--- config.mk ---
export PLATFORM = sky130hd
export DESIGN_NAME = terminal_pin
export DESIGN_NICKNAME = d
export VERILOG_FILES = /design/src/rtl/terminal_pin_pkg.sv /design/src/rtl/terminal_pin_antirrebote.sv /design/src/rtl/terminal_pin.sv
export SDC_FILE = /design/constraint.sdc
export NUM_CORES = 1
export LEC_CHECK = 0
export CORE_MARGIN = 1
export CORE_UTILIZATION = 40
export DETAILED_ROUTE_END_ITERATION = 7
export HOLD_SLACK_MARGIN = 0.05
export PLACE_DENSITY_LB_ADDON = 0.15
export SKIP_CTS_REPAIR_TIMING = 1
export SYNTH_ARGS = -nofsm -noshare
export SYNTH_HDL_FRONTEND = slang
export SYNTH_SLANG_ARGS = --single-unit
--- constraint.sdc ---
create_clock -name Clk -period 4.05 [get_ports Clk]
set_input_delay 0.81 -clock Clk [delete_from_list [all_inputs] [get_ports Clk]]
set_output_delay 0.81 -clock Clk [all_outputs]
set_load 0.02 [all_outputs]
--- src/rtl/terminal_pin_pkg.sv ---
// Shared definitions for the gate-side keypad/sensor front-end.
package terminal_pin_pkg;

    // The 3-bit encoding is fixed so external checkers can compare states numerically.
    typedef enum logic [2:0] {
        IDLE   = 3'd0,
        D1     = 3'd1,
        D2     = 3'd2,
        ENVIO  = 3'd3,
        ESPERA = 3'd4,
        PASO   = 3'd5,
        BLOQ   = 3'd6
    } state_e;

    localparam logic [3:0] BCD_MAX      = 4'd9;
    localparam logic [1:0] INTENTOS_MAX = 2'd3;

    // Failed-attempt counter increments but never wraps.
    function automatic logic [1:0] sat_inc(input logic [1:0] v);
        return (v == INTENTOS_MAX) ? v : v + 2'd1;
    endfunction

endpackage

--- src/rtl/terminal_pin_antirrebote.sv ---
// Debounce filter: the output follows the input only after DEBOUNCE
// consecutive samples that disagree with the current output.
module antirrebote #(
    parameter int DEBOUNCE = 3
) (
    input  logic Clk,
    input  logic Reset,
    input  logic raw_i,
    output logic filtered_o
);

    localparam logic [3:0] CNT_LAST = 4'(DEBOUNCE - 1);

    logic       raw_q, raw_d;
    logic       filt_q, filt_d;
    logic [3:0] cnt_q, cnt_d;

    // Count consecutive registered samples that differ from the filtered level.
    always_comb begin
        // NOTE: every signal gets a default before any branch so no latch is inferred.
        raw_d  = raw_i;
        filt_d = filt_q;
        cnt_d  = 4'd0;
        if (raw_q != filt_q) begin
            if (cnt_q == CNT_LAST) begin
                filt_d = raw_q;
            end else begin
                cnt_d = cnt_q + 4'd1;
            end
        end
    end

    // Sample register, filtered level and run-length counter.
    always_ff @(posedge Clk) begin
        // NOTE: non-blocking assignments keep every flop updating from the same pre-edge values.
        if (!Reset) begin
            raw_q  <= 1'b0;
            filt_q <= 1'b0;
            cnt_q  <= 4'd0;
        end else begin
            raw_q  <= raw_d;
            filt_q <= filt_d;
            cnt_q  <= cnt_d;
        end
    end

    assign filtered_o = filt_q;

endmodule

--- src/rtl/terminal_pin.sv ---
// Keypad/sensor front-end: debounced arrival, two-digit BCD PIN entry,
// submit/response sequencing, retries, lockout and vehicle passage.
module terminal_pin
    import terminal_pin_pkg::*;
#(
    parameter int DEBOUNCE = 3,
    parameter int TIMEOUT  = 255
) (
    input  logic       Clk,
    input  logic       Reset,
    input  logic       Llegada,
    input  logic       Paso,
    input  logic [3:0] Digito,
    input  logic       DigitoValido,
    input  logic       Borrar,
    input  logic       Abierto,
    input  logic       Cerrado,
    input  logic       Alarma,
    input  logic       Bloqueo,
    output logic       Vehiculo,
    output logic [7:0] Pin,
    output logic       enterPin,
    output logic       Termino,
    output logic       Listo,
    output logic [1:0] Intentos,
    output logic       Error
);

    localparam logic [7:0] TIMER_LAST = 8'(TIMEOUT - 1);

    state_e     state_q, state_d;
    logic [7:0] pin_q, pin_d;
    logic [1:0] intentos_q, intentos_d;
    logic [7:0] timer_q, timer_d;
    logic       vehiculo_q, vehiculo_d;
    logic       enter_q, enter_d;
    logic       termino_q, termino_d;
    logic       error_q, error_d;
    logic       llegada_prev_q;
    logic       paso_q;

    logic llegada_deb;
    logic llegada_rise, llegada_fall, paso_rise;
    logic digit_ok, digit_bad;

    // The gate status line carries no decision for this block.
    logic cerrado_unused;
    assign cerrado_unused = Cerrado;

    antirrebote #(.DEBOUNCE(DEBOUNCE)) u_llegada (
        .Clk        (Clk),
        .Reset      (Reset),
        .raw_i      (Llegada),
        .filtered_o (llegada_deb)
    );

    assign llegada_rise = llegada_deb & ~llegada_prev_q;
    assign llegada_fall = ~llegada_deb & llegada_prev_q;
    assign paso_rise    = Paso & ~paso_q;
    assign digit_ok     = DigitoValido && (Digito <= BCD_MAX);
    assign digit_bad    = DigitoValido && (Digito > BCD_MAX);

    // Next-state and registered-output logic for the entry sequence.
    always_comb begin
        state_d    = state_q;
        pin_d      = pin_q;
        intentos_d = intentos_q;
        timer_d    = timer_q;
        vehiculo_d = vehiculo_q;
        enter_d    = 1'b0;
        termino_d  = 1'b0;
        error_d    = 1'b0;
        case (state_q)
            IDLE: begin
                // Vehiculo lingers one cycle after Termino, then drops here.
                vehiculo_d = 1'b0;
                if (llegada_rise) begin
                    vehiculo_d = 1'b1;
                    pin_d      = 8'h00;
                    state_d    = D1;
                end
            end
            D1, D2: begin
                if (llegada_fall) begin
                    vehiculo_d = 1'b0;
                    pin_d      = 8'h00;
                    intentos_d = 2'd0;
                    state_d    = IDLE;
                end else if (Borrar) begin
                    pin_d   = 8'h00;
                    state_d = D1;
                end else if (digit_ok) begin
                    if (state_q == D1) begin
                        pin_d[7:4] = Digito;
                        state_d    = D2;
                    end else begin
                        pin_d[3:0] = Digito;
                        enter_d    = 1'b1;
                        state_d    = ENVIO;
                    end
                end else if (digit_bad) begin
                    error_d = 1'b1;
                end
            end
            ENVIO: begin
                timer_d = 8'd0;
                state_d = ESPERA;
            end
            ESPERA: begin
                // A response on the final count still beats the timeout.
                if (Bloqueo) begin
                    state_d = BLOQ;
                end else if (Alarma) begin
                    intentos_d = sat_inc(intentos_q);
                    pin_d      = 8'h00;
                    state_d    = D1;
                end else if (Abierto) begin
                    state_d = PASO;
                end else if (timer_q == TIMER_LAST) begin
                    error_d = 1'b1;
                    pin_d   = 8'h00;
                    state_d = D1;
                end else begin
                    timer_d = timer_q + 8'd1;
                end
            end
            PASO: begin
                if (paso_rise) begin
                    termino_d  = 1'b1;
                    intentos_d = 2'd0;
                    state_d    = IDLE;
                end
            end
            BLOQ: begin
                if (!Bloqueo) begin
                    intentos_d = 2'd0;
                    pin_d      = 8'h00;
                    state_d    = D1;
                end
            end
            default: state_d = IDLE;
        endcase
    end

    // State, data and strobe registers with synchronous reset.
    always_ff @(posedge Clk) begin
        if (!Reset) begin
            state_q        <= IDLE;
            pin_q          <= 8'h00;
            intentos_q     <= 2'd0;
            timer_q        <= 8'd0;
            vehiculo_q     <= 1'b0;
            enter_q        <= 1'b0;
            termino_q      <= 1'b0;
            error_q        <= 1'b0;
            llegada_prev_q <= 1'b0;
            paso_q         <= 1'b0;
        end else begin
            state_q        <= state_d;
            pin_q          <= pin_d;
            intentos_q     <= intentos_d;
            timer_q        <= timer_d;
            vehiculo_q     <= vehiculo_d;
            enter_q        <= enter_d;
            termino_q      <= termino_d;
            error_q        <= error_d;
            llegada_prev_q <= llegada_deb;
            paso_q         <= Paso;
        end
    end

    assign Vehiculo = vehiculo_q;
    assign Pin      = pin_q;
    assign enterPin = enter_q;
    assign Termino  = termino_q;
    assign Intentos = intentos_q;
    assign Error    = error_q;
    assign Listo    = (state_q == D1) || (state_q == D2);

endmodule

# Word-level counts from Yosys, hierarchy flattened
# Index checks and enable logic that the tools add are counted.
# totals
input_bits	14
reg_bits	33
mem_count	0
ram_bits	0
latchBits	0
rom_bits	0
wordCells	124
# op_classes
bitwise	10
order_cmp	2
n_addsub	3
n_div	0
n_reduce_logical	19
n_mux	50
eq_ne	26
multipliers	0
n_shift	0
# op_table
cell	n
$mux 8	13
$pmux 8 s4	1
$mux 3	10
$ne 2x2->1 const B	10
$pmux 3 s6	1
$pmux 8 s2	1
$reduce_and 8->1	2
$mux 1	13
$mux 2	6
$ne 4x4->1 const B	3
$reduce_and 5->1	2
$eq 3x3->1 const B	3
$add 8x1->8 const B	1
$eq 8x8->1 const B	1
$mux 4	2
$pmux 2 s4	1
$reduce_bool 4->1	2
$not 1->1	7
$reduce_and 7->1	1
$eq 3x2->1 const B	2
$ne 3x3->1 const B	2
$reduce_and 2->1	3
$ne 5x5->1 const B	1
$reduce_or 5->1	1
16 further kinds	21

# Depth between registers and ports, before layout
# logic_depth
ltp_word	7
mapped_depth	7

# By module
# Synthesis repeated with hierarchy kept, for this count alone.
# unflattened
hier_cells	183
area_unflattened_um2	1597.8
# by_module_without_submodules
module	area_each_um2	n_inst	cells_per_inst
terminal_pin	1360.1	1	161
antirrebote	237.7	1	22

# Worst setup path after synthesis
# No wires, ideal clock.
# synth_timing
kind	input to register
startpoint	input Borrar
endpoint	register state_q[0]
cell_stages	5
t_required_ns	3.978
slack_ns	2.172
t_arrival_ns	1.807
path_buffers	0
setup_ns	0.072
cell_sequence	or2_1 > nor3_4 > o2bb2ai_4 > or2_4 > mux2i_1
# synth_via
elab_chain_len	3
elab_cells_between_ends	5
# synth_rtl
item	line	text
start, declared	terminal_pin.sv:15	input logic Borrar,
$mux 3	terminal_pin.sv:89	end else if (Borrar) begin
$mux 3	terminal_pin.sv:84	if (llegada_fall) begin
$pmux 3 s6	terminal_pin.sv:73	case (state_q)
end signal, assigned	terminal_pin.sv:159	state_q <= state_d;
end, declared	terminal_pin.sv:31	state_e state_q, state_d;
# Parallel ways exist; a longest one is shown, timed or not.
# A chain may end at the register's enable or synchronous reset.

# Worst setup path in the final report
# layout_timing
startpoint	register state_q[0]
endpoint	output Listo
# layout_via
elab_chain_len	2
elab_cells_between_ends	3
# layout_rtl
item	line	text
$eq 3x1->1 or $eq 3x2->1 (tied branches)	terminal_pin.sv:178	assign Listo = (state_q == D1) || (state_q == D2);
$logic_or 1x1->1 *	terminal_pin.sv:178	
end, declared	terminal_pin.sv:24	output logic Listo,
# Mark *: on every way between the ends. The rest lies on a longest branch, timed or not.

==> metrics.csv <==
stage;metric;value;unit
run_status;status;completed;
worst_hold_path;HP Class;register to register;
clocking;Longest Clk Path Bufs;2;
detailed_routing;Vias per Instance;5.17;
clocking;clk slew on worst S/H paths;0.07;ns
timing;RSZ-0062 raised after global routing;false;
timing;f_max;0.344;GHz
timing;period utilization;0.718;
floorplan;DIE HEIGHT;67.1;um
synthesis;Post-synth EDFFs;0;
floorplan;Top Ports;29;
clocking;Num CTS Buffers;5;
detailed_routing;routed length on met1;1.79;mm
power;Leakage;0.748;nW
synthesis;syn_area_per_cell;8.78;um2
worst_setup_path;nature of the critical path startpoint;register;
worst_setup_path;critical path arrival;2.10;ns
timing;post-layout min period;2.91;ns
cells_and_area;layout cells sized above 1;0.0721;
floorplan;core region area;0.00403;mm2
floorplan;Starting Density;0.421;
global_routing;initial antenna violation count;0;
floorplan;full die area;0.00450;mm2
placement;DP Cell Count;264;
global_routing;Total GRT Usage;0.190;
worst_setup_path;worst-path maximum fanout;15;
global_routing;pin count of the biggest net entering global routing;20;
worst_setup_path;Worst EP required;3.24;ns
timing;Final Hold Viols;0;
job;reported max-cap violation count;0;
global_routing;vias in the first global route;1374;
cells_and_area;Finished Layout Cells;272;
detailed_routing;DRT Pass-1 Iters;4;
clocking;clock root buffer;clkbuf_8;
synthesis;Post-Syn Nets;212;
detailed_routing;ANT nets after route;0;
synthesis;Syn Inst Count;193;
timing;worst slew pin tran;0.630;ns
floorplan;Horiz. Die Dim;67.1;um
detailed_routing;via count;1407;
detailed_routing;DR WL met2;1.77;mm
global_routing;gr ovfl total;0;
detailed_routing;drt first-iter violations;64;
timing;Slew Limit Headroom;0.579;
floorplan;Rows;23;
timing;setup TNS;0;ns
timing;Setup Viol. Count Final;0;
cells_and_area;Area growth syn-to-layout;25.4;%
placement;dpl hpwl;2.78;mm
timing;Final Skew;0.00506;ns
detailed_routing;Total Wirelength;3.72;mm
clocking;clk_lat worst skew;0.28;ns
placement;gpl congestion;0.806;
synthesis;Synth cell types;43;
detailed_routing;DR WL/cell;13.7;um
power;Tot Pwr;0.783;mW
cells_and_area;ant diodes;0;
global_routing;global-route wire length before repair;6.27;mm
clocking;H-tree depth;2;
synthesis;async set or reset register ratio after synthesis;0;
synthesis;Mapped Area;0.00170;mm2
synthesis;register bit total from synthesis;33;
cells_and_area;Layout Nets;240;
power;pwr/cell area;368;mW/mm2
cells_and_area;Fillers;382;
placement;Port Buf Inserts;27;
synthesis;register area share after synthesis;0.390;
worst_setup_path;CP Capture Type;output pin;
clocking;# clock sinks;33;
synthesis;Top FF cell, synth;dfxtp_1;
detailed_routing;uppermost layer routed;met4;
clocking;CTS tree;yes;
detailed_routing;Remaining DRCs;0;
synthesis;Synthesis Warnings;0;
power;peak supply drop;0.000229;V
timing;Max Slew Vio Count;0;
worst_setup_path;critical path type;register to output pin;
detailed_routing;met3 wire length;137;um
## worst paths after layout
kind | from | end | slack (ns) | cells past startpoint
max | state_q[0] | Listo | 1.14 | 3
min | paso_q | Termino | 0.44 | 1
max reg2reg | state_q[2] | timer_q[5] | 1.97 | 5
min reg2reg | paso_q | Termino | 0.44 | 1
## cells by family after synthesis
kind of cell	share of synthesized area
simple gates	0.280
compound gates	0.132
buf+inv	0.0288
fa+ha+maj	0.0369
flops	0.390
mux	0.0709
xor+xnor	0.0620
## critical path: stages, from the launching register on
cell and delay (ns):
dfxtp_1 0.73, xnor2_1 0.22, nor2_1 0.21, clkdlybuf4s50_1 0.65
## routing by layer
layer / global-route usage / up-vias
li1: - / 727
met2: 0.298 / 18
met4: 0.0559 / 0
met1: 0.242 / 658
met5: 0 / -
met3: 0.0702 / 4
## synthesized netlist by cell type (2+ instances only)
cell type	instances	area share
a211oi_1	4	0.018
a21oi_1	7	0.021
and2_1	4	0.015
buf_2	3	0.0089
clkbuf_1	3	0.0066
dfxtp_1	33	0.39
ha_1	5	0.037
inv_1	5	0.011
mux2i_1	12	0.071
nand2_1	25	0.055
nand2b_1	4	0.015
nand3_1	15	0.044
nand3b_1	2	0.0089
nor2_1	19	0.042
nor2b_1	4	0.015
nor3_1	3	0.0089
nor3_4	3	0.029
o21ai_0	4	0.012
o21ai_1	4	0.012
xnor2_1	9	0.046
xor2_1	3	0.016
## stage by stage
step / hold slack (ns) / instance area (um2) / util / setup WS, ns
finish: 0.445 / 2130 / 0.528 / 1.14
global route: 0.471 / 2130 / 0.528 / 1.05
CTS: 0.452 / 2130 / 0.528 / 1.13
detailed placement: 0.442 / 2010 / 0.498 / 1.37
global placement: 0.411 / 2010 / 0.498 / 1.40
floorplan: 0.399 / 1700 / - / 2.17
## registers in the layout, indices dropped and copies added (netlist names)
name / count
Pin: 8
timer_q: 8
u_llegada.cnt_q: 4
state_q: 3
Intentos: 2
Error: 1
Termino: 1
Vehiculo: 1
enterPin: 1
llegada_prev_q: 1
paso_q: 1
u_llegada.filtered_o: 1
u_llegada.raw_q: 1
## layout by cell type (no fill, tap or decap), types with 4 or more instances in the layout
| cell | n |
|---|---|
| a211oi_1 | 4 |
| a21oi_1 | 7 |
| and2_1 | 4 |
| clkbuf_8 | 6 |
| clkdlybuf4s50_1 | 27 |
| dfxtp_1 | 33 |
| ha_1 | 5 |
| inv_1 | 5 |
| mux2i_1 | 12 |
| nand2_1 | 25 |
| nand2b_1 | 4 |
| nand3_1 | 15 |
| nor2_1 | 19 |
| nor2b_1 | 4 |
| o21ai_0 | 4 |
| o21ai_1 | 4 |
| xnor2_1 | 9 |
## layout make-up
cell class	instances	area [um2]	area share
Clock buffer	6	82.6	0.0388
Clock inverter	2	37.5	0.0177
Inverter	5	18.8	0.00883
Multi-Input combinational cell	148	986	0.464
Sequential cell	33	661	0.311
Tap cell	50	62.6	0.0294
Timing Repair Buffer	28	278	0.131
## power breakdown
group / switching [mW] / leakage, nW / internal (mW) / total, mW
logic: 0.0572 / 0.424 / 0.0567 / 0.114
clock network: 0.125 / 0.0574 / 0.200 / 0.325
registers: 0.0139 / 0.267 / 0.330 / 0.344
total: 0.196 / 0.748 / 0.587 / 0.783
(Power assumes the default switching activity.)
